[config.mk]
export PLATFORM = sky130hd
export DESIGN_NAME = ft_rx_cmd
export DESIGN_NICKNAME = d
export VERILOG_FILES = /design/src/rtl/ft_pkg.sv /design/src/rtl/ft_rx_pkt_asm.sv /design/src/rtl/ft_rx_cmd.sv
export SDC_FILE = /design/constraint.sdc
export NUM_CORES = 1
export LEC_CHECK = 0
export BUFFER_PORTS_ARGS = -buffer_cell sky130_fd_sc_hd__buf_2
export CORE_UTILIZATION = 54
export DETAILED_ROUTE_END_ITERATION = 10
export PLACE_DENSITY = 0.76
export SYNTH_ARGS = -nofsm -noshare
export SYNTH_HDL_FRONTEND = slang
export SYNTH_SLANG_ARGS = --single-unit
[constraint.sdc]
create_clock -name clk_i -period 2.2 [get_ports clk_i]
set_input_delay 0.11 -clock clk_i [delete_from_list [all_inputs] [get_ports clk_i]]
set_output_delay 0.11 -clock clk_i [all_outputs]
set_load 0.02 [all_outputs]
[src/rtl/ft_pkg.sv]
// Shared definitions for the FT2232H sync-FIFO receive path.
// FT_RX_CHECKSUM_EN: when defined, each packet ends with an XOR checksum byte.
package ft_pkg;

   localparam int         FT_USB_DATA_WIDTH = 8;
   localparam int         FT_ADDR_WIDTH     = 4;
   localparam int         FT_DATA_BYTES     = 3;
   localparam logic [3:0] FT_HEADER_NIBBLE  = 4'hA;

`ifdef FT_RX_CHECKSUM_EN
   localparam int FT_CSUM_BYTES = 1;
`else
   localparam int FT_CSUM_BYTES = 0;
`endif

   // Header + payload (+ checksum) for the default payload size.
   localparam int FT_PKT_LEN = 1 + FT_DATA_BYTES + FT_CSUM_BYTES;

   // Command address map consumed by the configuration logic in top.
   localparam logic [3:0] ADDR_ADF_RAMP_LO = 4'h0;
   localparam logic [3:0] ADDR_ADF_RAMP_HI = 4'h1;
   localparam logic [3:0] ADDR_RF_ENABLES  = 4'h2;
   localparam logic [3:0] ADDR_ADC_CH_SEL  = 4'h3;

   typedef enum logic [1:0] {
      ST_IDLE  = 2'd0,
      ST_OE    = 2'd1,
      ST_READ  = 2'd2,
      ST_STALL = 2'd3
   } ft_state_e;

   function automatic int pkt_len(input int data_bytes);
      return 1 + data_bytes + FT_CSUM_BYTES;
   endfunction

endpackage

[src/rtl/ft_rx_pkt_asm.sv]
// Packet assembler: byte index, header resync, payload shift register,
// optional checksum check (FT_RX_CHECKSUM_EN) and saturating error counter.
module ft_rx_pkt_asm
   import ft_pkg::*;
#(
   parameter int         USB_DATA_WIDTH = FT_USB_DATA_WIDTH,
   parameter int         ADDR_WIDTH     = FT_ADDR_WIDTH,
   parameter int         DATA_BYTES     = FT_DATA_BYTES,
   parameter logic [3:0] HEADER_NIBBLE  = FT_HEADER_NIBBLE
) (
   input  logic                      clk_i,
   input  logic                      rst_n,
   input  logic                      i_cap,
   input  logic [USB_DATA_WIDTH-1:0] i_byte,
   output logic                      o_done,
   output logic [ADDR_WIDTH-1:0]     o_addr,
   output logic [8*DATA_BYTES-1:0]   o_data,
   output logic [8*DATA_BYTES-1:0]   o_data_nxt,
   output logic [7:0]                o_err_cnt
);

   localparam int             DW   = 8*DATA_BYTES;
   localparam int             LEN  = pkt_len(DATA_BYTES);
   localparam int             IW   = $clog2(LEN) + 1;
   localparam logic [IW-1:0]  LAST = IW'(LEN - 1);

   logic [IW-1:0]         r_idx;
   logic [ADDR_WIDTH-1:0] r_addr;
   logic [DW-1:0]         r_data;
   logic [7:0]            r_err;

   logic w_idx0, w_last, w_hdr_ok, w_hdr_err, w_pkt_err, w_payload;

   assign w_idx0    = (r_idx == '0);
   assign w_last    = (r_idx == LAST);
   assign w_hdr_ok  = (i_byte[USB_DATA_WIDTH-1 -: 4] == HEADER_NIBBLE);
   assign w_hdr_err = i_cap & w_idx0 & ~w_hdr_ok;

`ifdef FT_RX_CHECKSUM_EN
   logic [USB_DATA_WIDTH-1:0] r_csum;

   // Running XOR of header and payload, compared against the trailing byte.
   always_ff @(posedge clk_i) begin
      if (!rst_n)
         r_csum <= '0;
      else if (i_cap)
         r_csum <= w_idx0 ? i_byte : (r_csum ^ i_byte);
   end

   assign w_payload  = ~w_idx0 & ~w_last;
   assign w_pkt_err  = i_cap & w_last & (r_csum != i_byte);
   assign o_done     = i_cap & w_last & (r_csum == i_byte);
   assign o_data_nxt = r_data;
`else
   assign w_payload  = ~w_idx0;
   assign w_pkt_err  = 1'b0;
   assign o_done     = i_cap & w_last;
   assign o_data_nxt = {r_data[DW-USB_DATA_WIDTH-1:0], i_byte};
`endif

   // Index/shift assembly; a bad header keeps the index at 0 to resync.
   always_ff @(posedge clk_i) begin
      if (!rst_n) begin
         r_idx  <= '0;
         r_addr <= '0;
         r_data <= '0;
         r_err  <= '0;
      end else begin
         if ((w_hdr_err || w_pkt_err) && (r_err != 8'hFF))
            r_err <= r_err + 8'd1;
         if (i_cap) begin
            if (w_idx0) begin
               if (w_hdr_ok) begin
                  r_addr <= i_byte[ADDR_WIDTH-1:0];
                  r_idx  <= IW'(1);
               end
            end else begin
               r_idx <= w_last ? '0 : (r_idx + IW'(1));
               if (w_payload)
                  r_data <= {r_data[DW-USB_DATA_WIDTH-1:0], i_byte};
            end
         end
      end
   end

   assign o_addr    = r_addr;
   assign o_data    = r_data;
   assign o_err_cnt = r_err;

endmodule

[src/rtl/ft_rx_cmd.sv]
// FT2232H sync-245 receive path: OE#/RD# sequencing, packet assembly and a
// one-entry command holding register on a valid/ready interface.
// FT_RX_CHECKSUM_EN: when defined, packets carry a trailing XOR checksum byte.
//
// state | meaning
// IDLE  | bus released, waiting for RXF#
// OE    | OE# asserted one cycle before the first RD#
// READ  | OE# and RD# asserted, one byte per cycle
// STALL | packet complete but holding full; bus released until it drains
module ft_rx_cmd
   import ft_pkg::*;
#(
   parameter int         USB_DATA_WIDTH = FT_USB_DATA_WIDTH,
   parameter int         ADDR_WIDTH     = FT_ADDR_WIDTH,
   parameter int         DATA_BYTES     = FT_DATA_BYTES,
   parameter logic [3:0] HEADER_NIBBLE  = FT_HEADER_NIBBLE
) (
   input  logic                      clk_i,
   input  logic                      rst_n,
   input  logic [USB_DATA_WIDTH-1:0] ft_data_i,
   input  logic                      ft_rxf_n_i,
   output logic                      ft_oe_n_o,
   output logic                      ft_rd_n_o,
   output logic                      rx_busy_o,
   output logic                      cmd_valid_o,
   input  logic                      cmd_ready_i,
   output logic [ADDR_WIDTH-1:0]     cmd_addr_o,
   output logic [8*DATA_BYTES-1:0]   cmd_data_o,
   output logic [7:0]                err_cnt_o
);

   localparam int DW = 8*DATA_BYTES;

   ft_state_e             r_state;
   logic                  r_oe_n, r_rd_n, r_busy, r_valid;
   logic [ADDR_WIDTH-1:0] r_addr;
   logic [DW-1:0]         r_data;

   logic                  w_cap, w_done, w_hold_free;
   logic [ADDR_WIDTH-1:0] w_asm_addr;
   logic [DW-1:0]         w_asm_data, w_asm_data_nxt;

   assign w_cap       = ~r_rd_n & ~ft_rxf_n_i;
   assign w_hold_free = ~r_valid | cmd_ready_i;

   ft_rx_pkt_asm #(
      .USB_DATA_WIDTH (USB_DATA_WIDTH),
      .ADDR_WIDTH     (ADDR_WIDTH),
      .DATA_BYTES     (DATA_BYTES),
      .HEADER_NIBBLE  (HEADER_NIBBLE)
   ) u_asm (
      .clk_i      (clk_i),
      .rst_n      (rst_n),
      .i_cap      (w_cap),
      .i_byte     (ft_data_i),
      .o_done     (w_done),
      .o_addr     (w_asm_addr),
      .o_data     (w_asm_data),
      .o_data_nxt (w_asm_data_nxt),
      .o_err_cnt  (err_cnt_o)
   );

   // Bus sequencing FSM; RD# is dropped on the completing edge when stalling
   // so the FIFO is never strobed for a byte we cannot take.
   always_ff @(posedge clk_i) begin
      if (!rst_n) begin
         r_state <= ST_IDLE;
         r_oe_n  <= 1'b1;
         r_rd_n  <= 1'b1;
         r_busy  <= 1'b0;
      end else begin
         case (r_state)
            ST_IDLE: begin
               if (!ft_rxf_n_i) begin
                  r_state <= ST_OE;
                  r_oe_n  <= 1'b0;
                  r_busy  <= 1'b1;
               end
            end
            ST_OE: begin
               if (!ft_rxf_n_i) begin
                  r_state <= ST_READ;
                  r_rd_n  <= 1'b0;
               end else begin
                  r_state <= ST_IDLE;
                  r_oe_n  <= 1'b1;
                  r_busy  <= 1'b0;
               end
            end
            ST_READ: begin
               if (ft_rxf_n_i || (w_done && !w_hold_free)) begin
                  r_state <= ft_rxf_n_i ? ST_IDLE : ST_STALL;
                  r_oe_n  <= 1'b1;
                  r_rd_n  <= 1'b1;
                  r_busy  <= 1'b0;
               end
            end
            ST_STALL: begin
               if (w_hold_free)
                  r_state <= ST_IDLE;
            end
            default: begin
               r_state <= ST_IDLE;
               r_oe_n  <= 1'b1;
               r_rd_n  <= 1'b1;
               r_busy  <= 1'b0;
            end
         endcase
      end
   end

   // Command holding register; a completing packet reloads it on the same
   // edge the previous command is accepted.
   always_ff @(posedge clk_i) begin
      if (!rst_n) begin
         r_valid <= 1'b0;
         r_addr  <= '0;
         r_data  <= '0;
      end else if (w_done && w_hold_free) begin
         r_valid <= 1'b1;
         r_addr  <= w_asm_addr;
         r_data  <= w_asm_data_nxt;
      end else if ((r_state == ST_STALL) && w_hold_free) begin
         r_valid <= 1'b1;
         r_addr  <= w_asm_addr;
         r_data  <= w_asm_data;
      end else if (r_valid && cmd_ready_i) begin
         r_valid <= 1'b0;
      end
   end

   assign ft_oe_n_o   = r_oe_n;
   assign ft_rd_n_o   = r_rd_n;
   assign rx_busy_o   = r_busy;
   assign cmd_valid_o = r_valid;
   assign cmd_addr_o  = r_addr;
   assign cmd_data_o  = r_data;

endmodule

* After elaboration in Yosys (flattened, before gate mapping)
Cells that the tools add are included.
** Storage, ports and cells
- Register bits :: 73
** Cells by class
- $add $sub $neg :: 2
- Eq/ne operators :: 12
- Mux-type cells :: 25
- Bitwise logic cells :: 10
- Reduce and logical (&&, ||, !) cells :: 19
** Operators by type and width (count)
- 24-bit 2-to-1 mux :: 2
- 2-bit != test (second input constant) :: 6
- 2-bit 2-to-1 mux :: 5
- 1-bit 2-to-1 mux :: 9
- 3-bit 2-to-1 mux :: 3
- 3-bit AND reduction :: 3
- 8-bit by 1-bit adder with 8-bit output (second input constant) :: 1
- 4-bit 2-to-1 mux :: 2
- 8-bit != test (second input constant) :: 1
- 2-bit one-hot mux with 4 select lines :: 1
- 1-bit one-hot mux with 3 select lines :: 2
- 3-bit nonzero test :: 2
- 1-bit logical AND :: 5
- 1-bit inverter :: 5
- 1-bit bitwise AND :: 4
- 2-bit == test (second input constant) :: 2
- 4-bit == test (second input constant) :: 1
- 2-bit AND reduction :: 2
- 4-bit AND reduction :: 1
- 2-bit nonzero test :: 2
- 3-bit by 1-bit adder with 3-bit output (second input constant) :: 1
- 3-bit by 2-bit == test with 1-bit output (second input constant) :: 1
- 3-bit zero test :: 1
- 2-bit by 1-bit == test with 1-bit output (second input constant) :: 1
- 5 further kinds :: 5

* Logic depth before layout (Yosys ltp)
Gate-level depths: netlist (run 1).
- Depth after elaboration :: 7
- Mapped depth :: 7

* By module
Synthesis (run 1) repeated with hierarchy kept, for this count alone.
** Second synthesis, totals
- Cell total of the unflattened synthesis :: 432
- Area, all modules :: 3542.1 um2
** Modules (own cells, without submodules)
- ft_rx_cmd :: instances 1, cells each 223, area an instance 1804.2 um2
- ft_rx_pkt_asm :: instances 1, cells each 209, area an instance 1737.9 um2

* Least setup slack after synthesis (run 1)
Ideal clock, no wire load.
- Path type :: register to register
- Start :: reg r_state[1]
- End :: reg r_oe_n (netlist: ft_oe_n_o)
- Setup time :: 115 ps
- Arrival time :: 1525 ps
- Data required time :: 2085 ps
- Path slack :: 560 ps
- Stages on the path, launching flop included :: 7
- Cells stage by stage :: dfxtp_1 > inv_1 > ha_1 > nor4b_1 > a211oi_1 > nor4b_1 > o21ba_2
** Between the ends
- Word-level cells in the longest chain between the ends :: 3
- Elaborated cells on any way between the ends :: 9
- Those cells by class :: 5 x eq/ne; 1 x mux; 3 x reduce/logical
** Ends and longest elaborated chain
- start: declaration :: line ft_rx_cmd.sv:34 : ft_state_e r_state;
- start signal: assignment :: line ft_rx_cmd.sv:92 : r_state <= ft_rxf_n_i ? ST_IDLE : ST_STALL;
- 2-bit by 1-bit == test with 1-bit output (tied with other cells) :: line ft_rx_cmd.sv:72 : case (r_state)
- 2-bit != test (no line) or 3-bit nonzero test (tied branches)
- 4-bit AND reduction (no line)
- end signal: assignment :: line ft_rx_cmd.sv:68 : r_oe_n <= 1'b1;
- end signal: assignment :: line ft_rx_cmd.sv:76 : r_oe_n <= 1'b0;
- end signal: assignment :: line ft_rx_cmd.sv:86 : r_oe_n <= 1'b1;
- end: declaration :: line ft_rx_cmd.sv:35 : logic r_oe_n, r_rd_n, r_busy, r_valid;
Parallel ways exist; a longest one is shown, timed or not.
A chain may end at the register's enable or synchronous reset.

* Final worst setup path (run 1)
- Start :: reg u_asm.r_idx[0]
- End :: reg r_oe_n (netlist: ft_oe_n_o)
** Between the ends
- Word-level cells in the longest chain between the ends :: 6
** Ends and longest elaborated chain
- start: declaration :: line ft_rx_pkt_asm.sv:27 : logic [IW-1:0] r_idx;
- start signal: assignment :: line ft_rx_pkt_asm.sv:78 : r_idx <= w_last ? '0 : (r_idx + IW'(1));
- 3-bit by 2-bit == test with 1-bit output :: line ft_rx_pkt_asm.sv:35 : assign w_last = (r_idx == LAST);
- 1-bit bitwise AND :: line ft_rx_pkt_asm.sv:57 : assign o_done = i_cap & w_last;
- 1-bit logical AND :: line ft_rx_cmd.sv:91 : if (ft_rxf_n_i || (w_done && !w_hold_free)) begin
- 1-bit logical OR :: line ft_rx_cmd.sv:91
- 2-bit != test (no line)
- 4-bit AND reduction (no line)
- end signal: assignment :: line ft_rx_cmd.sv:86
- end signal: assignment :: line ft_rx_cmd.sv:93 : r_oe_n <= 1'b1;
- end signal: assignment :: line ft_rx_cmd.sv:104 : r_oe_n <= 1'b1;
Every way passes these cells.

==> results of run 1 <==
==> synthesized netlist by cell type, types with 6 or more instances <==
cell and instances:
nor3b_1 24, clkbuf_1 21, nor2b_1 8, o21ai_1 6, mux2i_1 7, o21ai_0 26
ha_1 9, nand2_1 65, o21bai_1 25, a21boi_0 21, a21oi_1 28, dfxtp_1 73
a21boi_1 12, inv_1 7
==> area by class of cell <==
| class | count | area [sq um] | share of cell area, % |
|---|---|---|---|
| Multi-Input combinational cell | 277 | 1760 | 45.2 |
| Sequential cell | 73 | 1460 | 37.5 |
| Timing Repair Buffer | 64 | 353 | 9.04 |
| Clock buffer | 11 | 151 | 3.88 |
| Tap cell | 75 | 93.8 | 2.41 |
| Clock inverter | 5 | 53.8 | 1.38 |
| Inverter | 7 | 26.3 | 0.674 |
==> power groups by stage <==
stage / logic, mW / registers (mW) / clock network (mW)
detailed placement: 0.200 / 1.40 / 0
finish: 0.200 / 1.37 / 1.07
floorplan: 0.118 / 1.42 / 0
global route: 0.221 / 1.37 / 1.16
CTS: 0.201 / 1.37 / 1.10
global placement: 0.196 / 1.40 / 0
==> metal layers <==
| metal | vias to the layer above | global-route usage (%) | part of all wire (%) |
|---|---|---|---|
| met5 | - | 0 | 0 |
| met4 | 0 | 12.0 | 2.3 |
| met2 | 60 | 37.1 | 47 |
| li1 | 1440 | - | - |
| met3 | 18 | 6.29 | 4.5 |
| met1 | 1332 | 31.0 | 47 |
==> stage by stage <==
step                      hold slack, ns  cells  setup slack (ns)
after global placement             0.389    496             0.392
final                             0.0397    512             0.301
after CTS                         0.0278    512             0.321
after detailed placement           0.399    496             0.340
after floorplan                    0.255    385             0.560
after global routing              0.0264    512             0.129
==> flip-flops by register name, indices dropped and copies added, names as in the netlist <==
| register | flops |
|---|---|
| u_asm.o_data | 24 |
| cmd_addr_o | 4 |
| rx_busy_o | 1 |
| cmd_data_o | 24 |
| u_asm.o_err_cnt | 8 |
| ft_oe_n_o | 1 |
| ft_rd_n_o | 1 |
| r_state | 2 |
| cmd_valid_o | 1 |
| u_asm.r_idx | 3 |
| u_asm.o_addr | 4 |
==> final timing paths <==
| kind | slack, ns | end | from |
|---|---|---|---|
| max reg2reg | 0.30 | ft_oe_n_o | u_asm.r_idx[0] |
| max | 0.30 | ft_oe_n_o | u_asm.r_idx[0] |
| min | 0.04 | u_asm.o_data[6] | ft_data_i[6] |
| min reg2reg | 0.46 | rx_busy_o | rx_busy_o |
==> worst max-delay path, delay by kind of cell (launching register included) <==
family | cells | cell delay [ns]
AO/OA/AOI/OAI | 2 | 0.39
AND/OR/NAND/NOR | 2 | 0.75
adder cells (fa/ha/maj) | 1 | 0.28
flip-flops | 1 | 0.38
==> cell families after synthesis <==
family	Yosys count	share of synthesized area [%]
AO/OA/AOI/OAI	130	25.5
AND/OR/NAND/NOR	128	20.4
flip-flops	73	43.5
buffers and inverters	35	4.32
adder cells (fa/ha/maj)	9	3.35
multiplexers	7	2.09
XOR/XNOR	3	0.782
==> metrics.cfg, run 1 <==
[drt]
wl_per_cell_um = 14.4
ant_nets = 0
drt_iter0_markers = 183
vias = 2850
viasPerCell = 5.57
routed_wl_mm = 7.40
first_pass_iters = 4
drc = 0

[clock_network]
path_clk_slew_ns = 0.08
cts_resized = 0
htreeDepth = 3
numClockSinks = 73
worstSkewPairLatency_ns = 0.34
cts_setup_buffers = 0
cts-root-buf = clkbuf_8
cts_tree = yes
hold_buffers = 0
numCtsBuffers = 9
clock_path_buffers = 2

[critical_path]
critical_path_required_ns = 2.45
critical-path-slowest-cell = nor4b_4
cp_cell_sequence = ha_1, nor4b_4, a211oi_1, nor4b_1, o21ba_2
criticalPathCategory = flop to flop
cp-end-kind = flop
crit_fanout = 8
critical_path_arrival_ns = 2.14
start_kind = flop
r2r_cells = 5
slowest_delay_ns = 0.43

[sta]
period_minus_slack_ns = 1.90
final_max_slew_viol_count = 0
worst_pin_slew_ns = 0.728
period_share_pct = 86.3
fmax_mhz = 527
slew_headroom_pct = 51.1
rsz0062_at_grt = false
fin_skew_ns = 0.00618
setup_viol = 0
fin_tns_setup_ns = 0
hold_violations = 0

[power]
p_leak_nw = 1.61
p_switching_mw = 0.629
p_int_mw = 2.01
p_seq_share_pct = 51.8
ir_drop_uv = 468
p_per_area_nw_per_um2 = 677
swShare_pct = 23.8
clkPwrFrac_pct = 40.6
combPwrFrac_pct = 7.6
total_power_mw = 2.64

[cells_and_area]
fin_nets = 453
drive_above_1_share_pct = 19.7
n_antenna_cell = 0
area_growth_syn_to_layout_pct = 16.1
final_cell_mix = dfxtp_1 (73), nand2_1 (65), buf_2 (51)
fillers = 516
layout_commonest_cell = dfxtp_1
final_core_util_pct = 65.5
stdcell_area_sq_um = 3900

[synth]
synth_top_area_share_pct = 43.5
synth_seq_cells = 73
yosysTopAreaCell = dfxtp_1
async_reset_ff_share_pct = 0
syn-num-nets = 406
synth.area.top_cells = dfxtp_1 (44%), nand2_1 (7.3%), o21bai_1 (5.6%)
synth.distinct_cells = 42
synthCells = 385
syn-mean-instance-area_sq_um = 8.73
syn_area_sq_um = 3360
synth-warning-count = 0
seq_area_frac_synth_pct = 43.5
ys.flop_type = dfxtp_1
synth-edff-count = 0

[placed_design]
placed_cell_area_sq_um = 3700
dp_hpwl_mm = 4.95
portBuffers = 51
place_congestion = 0.793

[die]
die_h_um = 80.9
fp.coreArea_sq_um = 5960
rows = 28
start_util_pct = 56.4
boundaryPins = 52
dieArea_sq_um = 6540
die-width_um = 80.9

[global_routing]
grt_max_degree = 42
grt_first_pass_wirelength_mm = 12.0
track_usage_pct = 24.1
grt_antenna_before_repair = 0
grt_pass1_vias = 2562
grt_overflow = 0

[outcome]
status = complete, no violations

[flow_run]
cap_viol_max_count = 0

[worst_hold_path]
hold_depth = 3
hold_class = primary input to flop

(Power assumes the default switching activity.)
==> run 2, diff against run 1 <==
--- a/config.mk
+++ b/config.mk
@@ -6,9 +6,11 @@
 export NUM_CORES = 1
 export LEC_CHECK = 0
 export BUFFER_PORTS_ARGS = -buffer_cell sky130_fd_sc_hd__buf_2
-export CORE_UTILIZATION = 54
+export CELL_PAD_IN_SITES_DETAIL_PLACEMENT = 0
+export CELL_PAD_IN_SITES_GLOBAL_PLACEMENT = 1
+export CORE_UTILIZATION = 42
 export DETAILED_ROUTE_END_ITERATION = 10
-export PLACE_DENSITY = 0.76
+export PLACE_DENSITY_LB_ADDON = 0.1
 export SYNTH_ARGS = -nofsm -noshare
 export SYNTH_HDL_FRONTEND = slang
 export SYNTH_SLANG_ARGS = --single-unit
==> run 2 against run 1 <==
Net effect:
- routed wire length up 6.1%
- combinational power about the same
- sequential share of layout area down 0.63 points
- clock power up 7%
- core utilization down 14 points
- register-to-register slack better by 0.04 ns
- flip-flop and latch count unchanged
- global-route usage down 4.0 points
- critical path depth up 1
- cell count up 5.3%
==> metrics.cfg, run 2 (synthesis results as in run 1) <==
[outcome]
status = complete, no violations

[placed_design]
placed_cell_area_sq_um = 3750  ; +1.5%
dpl.cell_count = 524  ; +5.6%
portBuffers = 51  ; unchanged
place_ws_ns = 0.353  ; +0.0128 ns
dp_hpwl_mm = 5.18  ; +4.7%
place_congestion = 0.797  ; +0.59%

[sta]
slew_headroom_pct = 64.6  ; +13 points
worst_slack_ns = 0.340  ; +0.0392 ns
fin_tns_setup_ns = 0  ; unchanged
setup_viol = 0  ; unchanged
fin_skew_ns = 0.00737  ; +0.00119 ns
rsz0062_at_grt = false
final_max_slew_viol_count = 0  ; unchanged
period_share_pct = 84.5  ; -1.8 points
fmax_mhz = 538  ; +2.1%
hold_violations = 0  ; unchanged
period_minus_slack_ns = 1.86  ; -0.0392 ns
worst_pin_slew_ns = 0.526  ; -0.202 ns

[critical_path]
cpMostUsedCell = nor4b_1
critical_path_required_ns = 2.44  ; about the same
cp-end-kind = flop
critical_path_arrival_ns = 2.10  ; -0.04 ns
criticalPathCategory = flop to flop
crit_buf_inv = 1  ; +1
slowest_delay_ns = 0.40  ; -0.03 ns
critical-path-slowest-cell = dfxtp_1
cp_cell_sequence = inv_1, ha_1, nor4b_1, a211oi_1, nor4b_1, o21ba_2
critPathTopFamily = simple AND/OR/NAND/NOR gates
crit_fanout = 5  ; -3
start_kind = flop
startpoint = r_state[1]
reg2reg_from = r_state[1]

[clock_network]
htreeDepth = 3  ; unchanged
hold_buffers = 0  ; unchanged
cts_tree = yes
path_clk_slew_ns = 0.08  ; about the same
cts-root-buf = clkbuf_8
cts_resized = 0  ; unchanged
clock_path_buffers = 2  ; unchanged
numCtsBuffers = 9  ; unchanged
worstSkewPairLatency_ns = 0.34  ; about the same
cts_setup_buffers = 0  ; unchanged
numClockSinks = 73  ; unchanged

[cells_and_area]
layout_commonest_cell = dfxtp_1
fillers = 761  ; +47%
fin_nets = 454  ; +0.22%
stdcell_area_sq_um = 3970  ; +1.7%
area_growth_syn_to_layout_pct = 18.1
drive_above_1_share_pct = 19.7  ; unchanged
fin_cells = 539  ; +5.3%
n_antenna_cell = 0  ; unchanged
final_cell_mix = dfxtp_1 (73), nand2_1 (65), buf_2 (51)

[flow_run]
cap_viol_max_count = 0  ; unchanged

[drt]
ant_nets = 0  ; unchanged
drc = 0  ; unchanged
wl_per_cell_um = 14.6  ; +0.76%
first_pass_iters = 4  ; unchanged
vias = 2828  ; -0.77%
viasPerCell = 5.25  ; -5.7%
routed_wl_mm = 7.85  ; +6.1%
drt_iter0_markers = 122  ; -33%

[die]
die-width_um = 91.4  ; +13%
rows = 32  ; +14%
die_h_um = 91.4  ; +13%
start_util_pct = 43.5  ; -13 points
dieArea_sq_um = 8360  ; +28%
fp.coreArea_sq_um = 7730  ; +30%
boundaryPins = 52  ; unchanged

[global_routing]
grt_antenna_before_repair = 0  ; unchanged
grt_overflow = 0  ; unchanged
grt_pass1_vias = 2666  ; +4.1%
grt_max_degree = 61  ; +45%
grt_first_pass_wirelength_mm = 13.2  ; +10%
track_usage_pct = 20.1  ; -4.0 points

[power]
p_leak_nw = 1.62  ; +0.29%
ir_drop_uv = 355  ; -24%
p_per_area_nw_per_um2 = 686  ; +1.4%

[worst_hold_path]
hold_class = primary input to flop
holdCritStartpoint = ft_data_i[4]

==> run 2: cell count changes in the layout (fill, tap and decap cells not counted), sizes merged <==
cell      change
clkinv        -3
clkbuf        -1
clkinvlp      +2
buf           +1
bufinv        +1
==> run 2: report_power, final <==
group	total, mW	leakage, nW	internal [mW]	switching [mW]
Combinational	0.202	0.922	0.0880	0.114
Sequential	1.37	0.589	1.34	0.0244
Clock	1.15	0.104	0.661	0.492
Total	2.72	1.62	2.09	0.631
==> run 2: per-stage QoR <==
stage                     hold WS (ns)  total power [mW]  util (%)
after global placement           0.393              1.60      48.5
after floorplan                  0.255              1.54         -
after global routing            0.0480              2.85      51.3
after detailed placement         0.405              1.60      48.5
final                           0.0461              2.72      51.3
after CTS                       0.0299              2.76      51.3
==> run 2: worst paths after layout <==
check                           cells after the start              end  slack (ns)
worst min register to register                      2    cmd_addr_o[3]        0.46
worst min-delay path                                3  u_asm.o_data[4]        0.05
worst max-delay path                                6        ft_oe_n_o        0.34
worst max register to register                      6        ft_oe_n_o        0.34
==> run 2: worst reg2reg max path, cell delays in order, from the launching register on <==
cell and delay, ns:
dfxtp_1 0.40, inv_1 0.10, ha_1 0.25, nor4b_1 0.33, a211oi_1 0.15, nor4b_1 0.33, o21ba_2 0.21
==> run 2: layer usage <==
| metal | track usage (%) | up-vias | part of all wire, % | wire [um] |
|---|---|---|---|---|
| met2 | 32.0 | 46 | 46 | 3600 |
| met5 | 0 | - | 0 | 0 |
| met4 | 8.07 | 0 | 1.8 | 139 |
| li1 | - | 1436 | - | - |
| met3 | 3.77 | 16 | 3.4 | 264 |
| met1 | 26.7 | 1330 | 49 | 3850 |
==> run 2: final cells by class <==
cell class                 count  area, sq um  share of cell area [%]
clock inverter                 5         80.1                    2.02
sequential                    73         1460                    36.8
tap                          102          128                    3.22
multi-input combinational    277         1760                    44.4
inverter                       7         26.3                   0.662
clock buffer                  10          138                    3.47
timing repair buffer          65          373                    9.40
